**src/rtl/page_table_walker_responder.sv**
```systemverilog
// page_table_walker_responder
//   Shared page-table walk engine serving the 8B (5-bit VPN) and 32B (3-bit VPN)
//   lookup channels of the speculative TLB. Round-robin arbitration between the
//   channels, programmable walk latency, one insert port for loading both tables.
// Ports:
//   clk, rst_n                    clock, synchronous active-low reset
//   PAGE_8B_RQST/LOOKUP           8B request and VPN (held until COMPLETE seen)
//   PAGE_8B_RECV/COMPLETE/FAULT   8B response {VPN,PPN}, valid, invalid-entry flag
//   PAGE_32B_*                    same for the 32B channel
//   PT_INSERT_*                   single-cycle table write (SEL: 0=8B, 1=32B)
//   BUSY                          engine not idle
module page_table_walker_responder #(
  parameter int LOOKUP_LATENCY = 4,
  parameter int PT_8B_ENTRIES  = 32,
  parameter int PT_32B_ENTRIES = 8
) (
  input  logic       clk,
  input  logic       rst_n,
  input  logic       PAGE_8B_RQST,
  input  logic [4:0] PAGE_8B_LOOKUP,
  output logic [9:0] PAGE_8B_RECV,
  output logic       PAGE_8B_COMPLETE,
  output logic       PAGE_8B_FAULT,
  input  logic       PAGE_32B_RQST,
  input  logic [2:0] PAGE_32B_LOOKUP,
  output logic [5:0] PAGE_32B_RECV,
  output logic       PAGE_32B_COMPLETE,
  output logic       PAGE_32B_FAULT,
  input  logic       PT_INSERT_RQST,
  input  logic       PT_INSERT_SEL,
  input  logic [4:0] PT_INSERT_INDX,
  input  logic [4:0] PT_INSERT_PPN,
  input  logic       PT_INSERT_VALID,
  output logic       BUSY
);

  typedef enum logic [1:0] {IDLE, WALK, RESP} state_t;

  // The counter is loaded with the full latency and the table is read on the
  // edge after it reaches zero, so COMPLETE rises LOOKUP_LATENCY+1 edges after
  // the grant edge.
  localparam logic [3:0] WALK_CYCLES = LOOKUP_LATENCY[3:0];

  state_t     state_q, state_d;
  logic [3:0] cnt_q, cnt_d;
  logic       rr_q, rr_d;      // 1 = 32B preferred on the next tie
  logic       chan_q, chan_d;  // granted channel: 0 = 8B, 1 = 32B
  logic [4:0] vpn_q, vpn_d;
  logic [9:0] recv8_q, recv8_d;
  logic       cmp8_q, cmp8_d, flt8_q, flt8_d;
  logic [5:0] recv32_q, recv32_d;
  logic       cmp32_q, cmp32_d, flt32_q, flt32_d;
  logic       busy_q, busy_d;

  logic [4:0]                pt8_ppn_q  [PT_8B_ENTRIES];
  logic [4:0]                pt8_ppn_d  [PT_8B_ENTRIES];
  logic [PT_8B_ENTRIES-1:0]  pt8_vld_q, pt8_vld_d;
  logic [2:0]                pt32_ppn_q [PT_32B_ENTRIES];
  logic [2:0]                pt32_ppn_d [PT_32B_ENTRIES];
  logic [PT_32B_ENTRIES-1:0] pt32_vld_q, pt32_vld_d;

  logic req_granted;
  logic grant_32;
  logic rd_vld8, rd_vld32;

  always_comb begin
    state_d    = state_q;
    cnt_d      = cnt_q;
    rr_d       = rr_q;
    chan_d     = chan_q;
    vpn_d      = vpn_q;
    recv8_d    = recv8_q;
    cmp8_d     = cmp8_q;
    flt8_d     = flt8_q;
    recv32_d   = recv32_q;
    cmp32_d    = cmp32_q;
    flt32_d    = flt32_q;
    pt8_ppn_d  = pt8_ppn_q;
    pt8_vld_d  = pt8_vld_q;
    pt32_ppn_d = pt32_ppn_q;
    pt32_vld_d = pt32_vld_q;
    grant_32   = PAGE_32B_RQST && (!PAGE_8B_RQST || rr_q);
    req_granted = chan_q ? PAGE_32B_RQST : PAGE_8B_RQST;
    rd_vld8    = pt8_vld_q[vpn_q];
    rd_vld32   = pt32_vld_q[vpn_q[2:0]];

    unique case (state_q)
      IDLE: begin
        if (PAGE_8B_RQST || PAGE_32B_RQST) begin
          chan_d  = grant_32;
          vpn_d   = grant_32 ? {2'b00, PAGE_32B_LOOKUP} : PAGE_8B_LOOKUP;
          cnt_d   = WALK_CYCLES;
          rr_d    = !grant_32;
          state_d = WALK;
        end
      end
      WALK: begin
        if (!req_granted) begin
          state_d = IDLE;
        end else if (cnt_q == 4'd0) begin
          // Reads use the registered tables, so an insert on this same edge
          // is not visible to this walk.
          if (!chan_q) begin
            cmp8_d  = 1'b1;
            flt8_d  = !rd_vld8;
            recv8_d = {vpn_q, rd_vld8 ? pt8_ppn_q[vpn_q] : 5'd0};
          end else begin
            cmp32_d  = 1'b1;
            flt32_d  = !rd_vld32;
            recv32_d = {vpn_q[2:0], rd_vld32 ? pt32_ppn_q[vpn_q[2:0]] : 3'd0};
          end
          state_d = RESP;
        end else begin
          cnt_d = cnt_q - 4'd1;
        end
      end
      RESP: begin
        if (!req_granted) begin
          recv8_d  = '0;
          cmp8_d   = 1'b0;
          flt8_d   = 1'b0;
          recv32_d = '0;
          cmp32_d  = 1'b0;
          flt32_d  = 1'b0;
          state_d  = IDLE;
        end
      end
      default: state_d = IDLE;
    endcase

    busy_d = (state_d != IDLE);

    if (PT_INSERT_RQST) begin
      if (!PT_INSERT_SEL) begin
        pt8_ppn_d[PT_INSERT_INDX] = PT_INSERT_PPN;
        pt8_vld_d[PT_INSERT_INDX] = PT_INSERT_VALID;
      end else begin
        pt32_ppn_d[PT_INSERT_INDX[2:0]] = PT_INSERT_PPN[2:0];
        pt32_vld_d[PT_INSERT_INDX[2:0]] = PT_INSERT_VALID;
      end
    end
  end

  always_ff @(posedge clk) begin
    if (!rst_n) begin
      state_q    <= IDLE;
      cnt_q      <= '0;
      rr_q       <= 1'b0;
      chan_q     <= 1'b0;
      recv8_q    <= '0;
      cmp8_q     <= 1'b0;
      flt8_q     <= 1'b0;
      recv32_q   <= '0;
      cmp32_q    <= 1'b0;
      flt32_q    <= 1'b0;
      busy_q     <= 1'b0;
      pt8_vld_q  <= '0;
      pt32_vld_q <= '0;
    end else begin
      state_q    <= state_d;
      cnt_q      <= cnt_d;
      rr_q       <= rr_d;
      chan_q     <= chan_d;
      recv8_q    <= recv8_d;
      cmp8_q     <= cmp8_d;
      flt8_q     <= flt8_d;
      recv32_q   <= recv32_d;
      cmp32_q    <= cmp32_d;
      flt32_q    <= flt32_d;
      busy_q     <= busy_d;
      pt8_vld_q  <= pt8_vld_d;
      pt32_vld_q <= pt32_vld_d;
    end
  end

  // Payload state: VPN latch and PPN storage need no reset.
  always_ff @(posedge clk) begin
    vpn_q      <= vpn_d;
    pt8_ppn_q  <= pt8_ppn_d;
    pt32_ppn_q <= pt32_ppn_d;
  end

  assign PAGE_8B_RECV      = recv8_q;
  assign PAGE_8B_COMPLETE  = cmp8_q;
  assign PAGE_8B_FAULT     = flt8_q;
  assign PAGE_32B_RECV     = recv32_q;
  assign PAGE_32B_COMPLETE = cmp32_q;
  assign PAGE_32B_FAULT    = flt32_q;
  assign BUSY              = busy_q;

endmodule

```
**config.mk**
```make
export PLATFORM = sky130hd
export DESIGN_NAME = page_table_walker_responder
export DESIGN_NICKNAME = d
export VERILOG_FILES = /design/src/rtl/page_table_walker_responder.sv
export SDC_FILE = /design/constraint.sdc
export NUM_CORES = 1
export LEC_CHECK = 0
export BUFFER_PORTS_ARGS = -buffer_cell sky130_fd_sc_hd__buf_2
export CAP_MARGIN = 20
export CORE_MARGIN = 3
export CORE_UTILIZATION = 30
export DETAILED_ROUTE_END_ITERATION = 12
export GPL_ROUTABILITY_DRIVEN = 0
export REMOVE_ABC_BUFFERS = 1
export SETUP_SLACK_MARGIN = 0.2
export SLEW_MARGIN = 30
export SYNTH_ARGS = -nofsm -noshare
export SYNTH_HDL_FRONTEND = slang
export SYNTH_SLANG_ARGS = --single-unit
```
**constraint.sdc**
```tcl
create_clock -name clk -period 2.3 [get_ports clk]
set_clock_uncertainty 0.1 [all_clocks]
set_input_delay 0.115 -clock clk [delete_from_list [all_inputs] [get_ports clk]]
set_output_delay 0.115 -clock clk [all_outputs]
set_load 0.02 [all_outputs]
```
After elaboration in Yosys (flattened, before gate mapping):

Index checks and enable logic that the tools add are counted.

* add/sub/neg operators: 1
* $lt $le $gt $ge: 12
* equal/unequal tests: 9
* muxes and demuxes: 62
* bitwise logic cells: 5
* reduce and logical (&&, ||, !) cells: 22

Operator list (count)
* bitwise mux 160 bit: 1
* two-way mux 10 bit: 4
* bitwise mux 32 bit: 1
* binary-select mux 5 bit (select 5 bit): 1
* demux 5 bit (select 5 bit): 1
* bitwise mux 24 bit: 1
* two-way mux 6 bit: 4
* two-way mux 5 bit: 4
* one-hot mux 10 bit (2 select lines): 1
* two-way mux 1 bit: 18
* two-way mux 3 bit: 5
* != test 2 bit (second input constant): 7
* >= comparator 6 bit (second input constant): 2
* < comparator 5 x 6 -> 1 bit (second input constant): 2
* two-way mux 4 bit: 3
* inverter 5 -> 6 bit: 2
* one-hot mux 6 bit (2 select lines): 1
* AND reduction 5 bit: 2
* binary-select mux 3 bit (select 3 bit): 1
* demux 3 bit (select 3 bit): 1
* bitwise mux 8 bit: 1
* >= comparator 4 bit (second input constant): 2
* < comparator 3 x 4 -> 1 bit (second input constant): 2
* two-way mux 2 bit: 4
* other kinds (24): 40

* flip-flop bits (word level): 258
* input bits: 25
* output and inout port bits: 21
* word-level logic and storage cells: 166

Longest topological paths before layout:

* word-level depth: 9
* mapped depth: 9
* gate-level depth less buffers: 8

Least setup slack after synthesis:

OpenSTA, ideal clock, no wires.

* kind: reg-to-reg
* start point: register vpn_q[0]
* end point: register recv32_q[0], in the netlist PAGE_32B_RECV[0]
* arrival: 1.730 ns
* required time: 2.072 ns
* path slack: 0.342 ns
* cell stages (with the launch flop): 8
* period minus slack after synthesis: 1.958 ns
* cells stage by stage: edfxtp_1 -> buf_6 -> buf_6 -> buf_4 -> mux4_2 -> mux2_2 -> a22oi_1 -> nor2_1

* longest elaborated chain between the ends: 9

RTL lines
* start: declaration: line 48 `logic [4:0] vpn_q, vpn_d;`
* start signal: assignment: line 178 `vpn_q <= vpn_d;`
* inverter 3 -> 4 bit (implied by the code): line 110 `recv32_d = {vpn_q[2:0], rd_vld32 ? pt32_ppn_q[vpn_q[2:0]] : 3'd0};`
* binary-select mux 3 bit (select 3 bit): line 110
* two-way mux 3 bit (implied by the code) (2 in series): line 110
* two-way mux 3 bit *: line 110
* two-way mux 6 bit *: line 103 `if (!chan_q) begin`
* two-way mux 6 bit *: line 100 `end else if (cnt_q == 4'd0) begin`
* two-way mux 6 bit *: line 98 `if (!req_granted) begin`
* one-hot mux 6 bit (2 select lines) *: line 87 `unique case (state_q)`
* end signal: assignment: line 167 `recv32_q <= recv32_d;`
* end: declaration: line 51 `logic [5:0] recv32_q, recv32_d;`

Every way passes the cells marked *; elsewhere a longest branch is shown, timed or not. The select of a mux whose other input is x is not followed.
A chain may end at the register's enable or synchronous reset.

Worst setup path in the final report:

* start point: register vpn_q[0]
* end point: register recv8_q[4], in the netlist PAGE_8B_RECV[4]

* longest elaborated chain between the ends: 9

RTL lines
* inverter 5 -> 6 bit (implied by the code): line 106 `recv8_d = {vpn_q, rd_vld8 ? pt8_ppn_q[vpn_q] : 5'd0};`
* binary-select mux 5 bit (select 5 bit): line 106
* two-way mux 5 bit (implied by the code) (2 in series): line 106
* two-way mux 5 bit *: line 106
* two-way mux 10 bit *: line 103
* two-way mux 10 bit *: line 100
* two-way mux 10 bit *: line 98
* one-hot mux 10 bit (2 select lines) *: line 87
* end signal: assignment: line 164 `recv8_q <= recv8_d;`
* end: declaration: line 49 `logic [9:0] recv8_q, recv8_d;`

Marks and branches as above.

==> impl_results.md <==
- I/O pins: 46
- Vias: 6,607
- Synth Flop Type: edfxtp_1
- Hold Path Sink: PAGE_8B_FAULT
- Drt first pass iters: 5
- Core area: 33,900 um2
- Clk sink count: 258
- Clock Tree Buf Depth: 3
- CP startpoint kind: flip-flop
- P&R area growth vs syn: 22.8%
- Die area: 37,000 um2
- Crit path time final: 2.19 ns
- Synth top area share: 54.5%
- Max-slew violations: 0
- Drt wl/cell: 18.9 um
- Yosys warnings: 0
- CP arrival: 2.50 ns
- Cell variety after synth: 48
- Pwr/cell area: 865 nW/um2
- Async set or reset register ratio after synthesis: 0%
- Initial drt markers: 522
- Die width: 192 um
- Static Leak: 4.32 nW
- Flops & latches, synth: 258
- Clk_lat worst skew: 0.52 ns
- Final #Nets: 873
- Post-route insts no fill: 1,315
- Post-Syn Area: 10,400 um2
- Critical path class: reg -> reg
- Vias in the first global route: 6,487
- Syn Inst Count: 734
- Grt total ovfl: 0
- Clock Tree Root: clkbuf_16
- Most frequent cells in the layout: edfxtp_1 (189), nand2_1 (72), dfxtp_1 (69), nor2_1 (63), buf_4 (61)
- RSZ-0062 raised after global routing: true
- Initial Util: 30.8%
- Avg Synthesized Cell Area: 14.2 um2
- R2R depth: 6
- CTS buffer count: 26
- Final period util: 95.3%
- WL final: 24.9 mm
- Hold wc startpoint: PAGE_8B_RQST
- Register area share after synthesis: 67.7%
- Number of synthesized flops with an enable pin: 189
- Min-Delay Path Depth: 4
- Final ANT Viol Nets: 0
- Count of final setup violators: 0
- CP max FO: 8
- Initial antenna violation count: 2
- Top area cells in the synthesized netlist: edfxtp_1 (54%), dfxtp_1 (13%), mux4_2 (9.7%)
- Max-slew headroom: 43.6%
- Yosys top cell by area: edfxtp_1
- Largest net degree at the start of global routing: 41
- Design area: 12,800 um2
- Post-DP HPWL: 16.5 mm
- Crit path capture type: flip-flop
- Maximum capacitance violations: 0
- Worst Path Required: 2.61 ns
- Max IR drop VDD: 0.639 mV
- R2R Path End: PAGE_8B_RECV[4]
- Via density: 5.02
- Number of diodes: 0
- CTS tree: built
- Clock transition at path regs: 0.07 ns
- Most common cell after layout, fill and taps aside: edfxtp_1
- Hold Path Class: in -> reg
- Max Fclk: 0.456 GHz
- Port bufs: 45
- Status: completed
- Fillers: 3,175
- Die Y: 192 um
- Cells after DPL: 1,244
- First-pass GRT wire length: 38.1 mm
- Slew @ Worst Pin: 0.845 ns
- # DRC: 0
- Gr usage total: 13.3%
- Final count of hold timing violations: 0
- Site Rows: 67
- Placed Area: 11,500 um2
- R2R Setup Slk: 0.11 ns
- Crit Reg-Reg Startpoint: vpn_q[0]
- H-tree depth: 1
- Share of layout cells above drive strength 1: 28.8%
-- per-stage QoR --
step | worst slack [ns] | utilization (%) | total power, mW | setup TNS [ns] | hold WS (ns)
floorplan | -1.39 | - | 5.97 | -13.42 | 0.114
global placement | 0.0359 | 33.9 | 6.50 | 0 | 0.285
detailed placement | 0.0326 | 33.9 | 6.50 | 0 | 0.294
CTS | 0.137 | 37.4 | 11.1 | 0 | 0.0255
global route | 0.0669 | 37.8 | 11.5 | 0 | 0.0646
finish | 0.109 | 37.8 | 11.1 | 0 | 0.0451
-- area by class of cell --
cell class / count / area [um2] / area share (%)
sequential: 258 / 7060 / 55.2
multi-input combinational: 425 / 3230 / 25.3
timing repair buffer: 129 / 991 / 7.75
clock buffer: 27 / 676 / 5.28
tap: 448 / 561 / 4.38
clock inverter: 21 / 250 / 1.96
inverter: 7 / 26.3 / 0.205
-- critical path, cell delays in order (launching register included) --
cell and delay (ns):
edfxtp_1 0.39, buf_4 0.14, buf_12 0.15, mux4_2 0.54, mux4_2 0.55, a21oi_2 0.15
o21ai_1 0.06
-- synth_stat cells, types with 4 or more instances --
master,instances
edfxtp_1,189
nand2_1,74
dfxtp_1,69
nor2_1,65
a21oi_1,51
o21ai_0,48
mux4_2,45
clkbuf_1,28
mux2i_1,23
a22oi_1,12
nand3_1,11
mux2_2,9
nor2b_1,7
o21ai_1,7
or3_1,7
a311oi_1,6
buf_4,6
inv_1,6
nand2b_1,6
nand3b_1,6
nor3_1,6
buf_2,5
a221oi_1,4
a31oi_1,4
and2_1,4
and3_1,4
or2_2,4
-- flip-flops by register name (all words and copies together) (netlist names) --
| signal | cells |
|---|---|
| pt8_ppn_q | 160 |
| PAGE_8B_RECV | 10 |
| PAGE_32B_COMPLETE | 1 |
| cnt_q | 4 |
| pt32_vld_q | 8 |
| state_q | 2 |
| PAGE_32B_RECV | 6 |
| PAGE_8B_COMPLETE | 1 |
| pt8_vld_q | 32 |
| vpn_q | 5 |
| rr_q | 1 |
| chan_q | 1 |
| BUSY | 1 |
| pt32_ppn_q | 24 |
| PAGE_32B_FAULT | 1 |
| PAGE_8B_FAULT | 1 |
-- logic make-up (layout without fill, tap and decap cells) --
group / count (synthesis) / after routing / share of synthesized area, %
buffers and inverters: 51 / 184 / 2.44
multiplexers: 77 / 77 / 12.9
adder cells (fa/ha/maj): 1 / 1 / 0.120
XOR/XNOR: 1 / 1 / 0.0841
AND/OR/NAND/NOR: 200 / 200 / 8.61
flip-flops: 258 / 258 / 67.7
AO/OA/AOI/OAI: 146 / 146 / 8.12
-- metal layers --
layer	global-route usage, %	routed length (um)
met5	0	21
met4	3.42	539
met3	2.13	1540
met2	22.2	12000
met1	18.1	10800
-- where the power goes --
part | leakage [nW] | switching [mW] | total (mW) | internal [mW]
sequential | 2.26 | 0.0582 | 5.13 | 5.07
combinational | 1.60 | 0.773 | 1.45 | 0.675
clock | 0.451 | 1.78 | 4.49 | 2.71
total | 4.32 | 2.61 | 11.1 | 8.46
-- worst max-delay path by stage --
| stage | startpoint | endpoint | slack (ns) | cells past startpoint |
|---|---|---|---|---|
| after detailed placement | vpn_q[1] | PAGE_8B_FAULT | 0.03 | 8 |
| final | vpn_q[0] | PAGE_8B_RECV[4] | 0.11 | 6 |
| after CTS | vpn_q[0] | PAGE_8B_RECV[4] | 0.14 | 5 |
| after global placement | vpn_q[1] | PAGE_8B_FAULT | 0.04 | 8 |
| after floorplan | vpn_q[0] | PAGE_8B_RECV[4] | -1.39 | 4 |
| after global routing | vpn_q[0] | PAGE_8B_RECV[4] | 0.07 | 6 |
-- timing repair --
action,CTS,global route
gates cloned,2,1
endpoints found under the setup margin,9,16
setup buffers,4,3
endpoints found under the hold margin,20,0
hold buffers,13,0
pin swaps,4,1
resized for setup,13,28
Power figures use the tool's default switching activity.
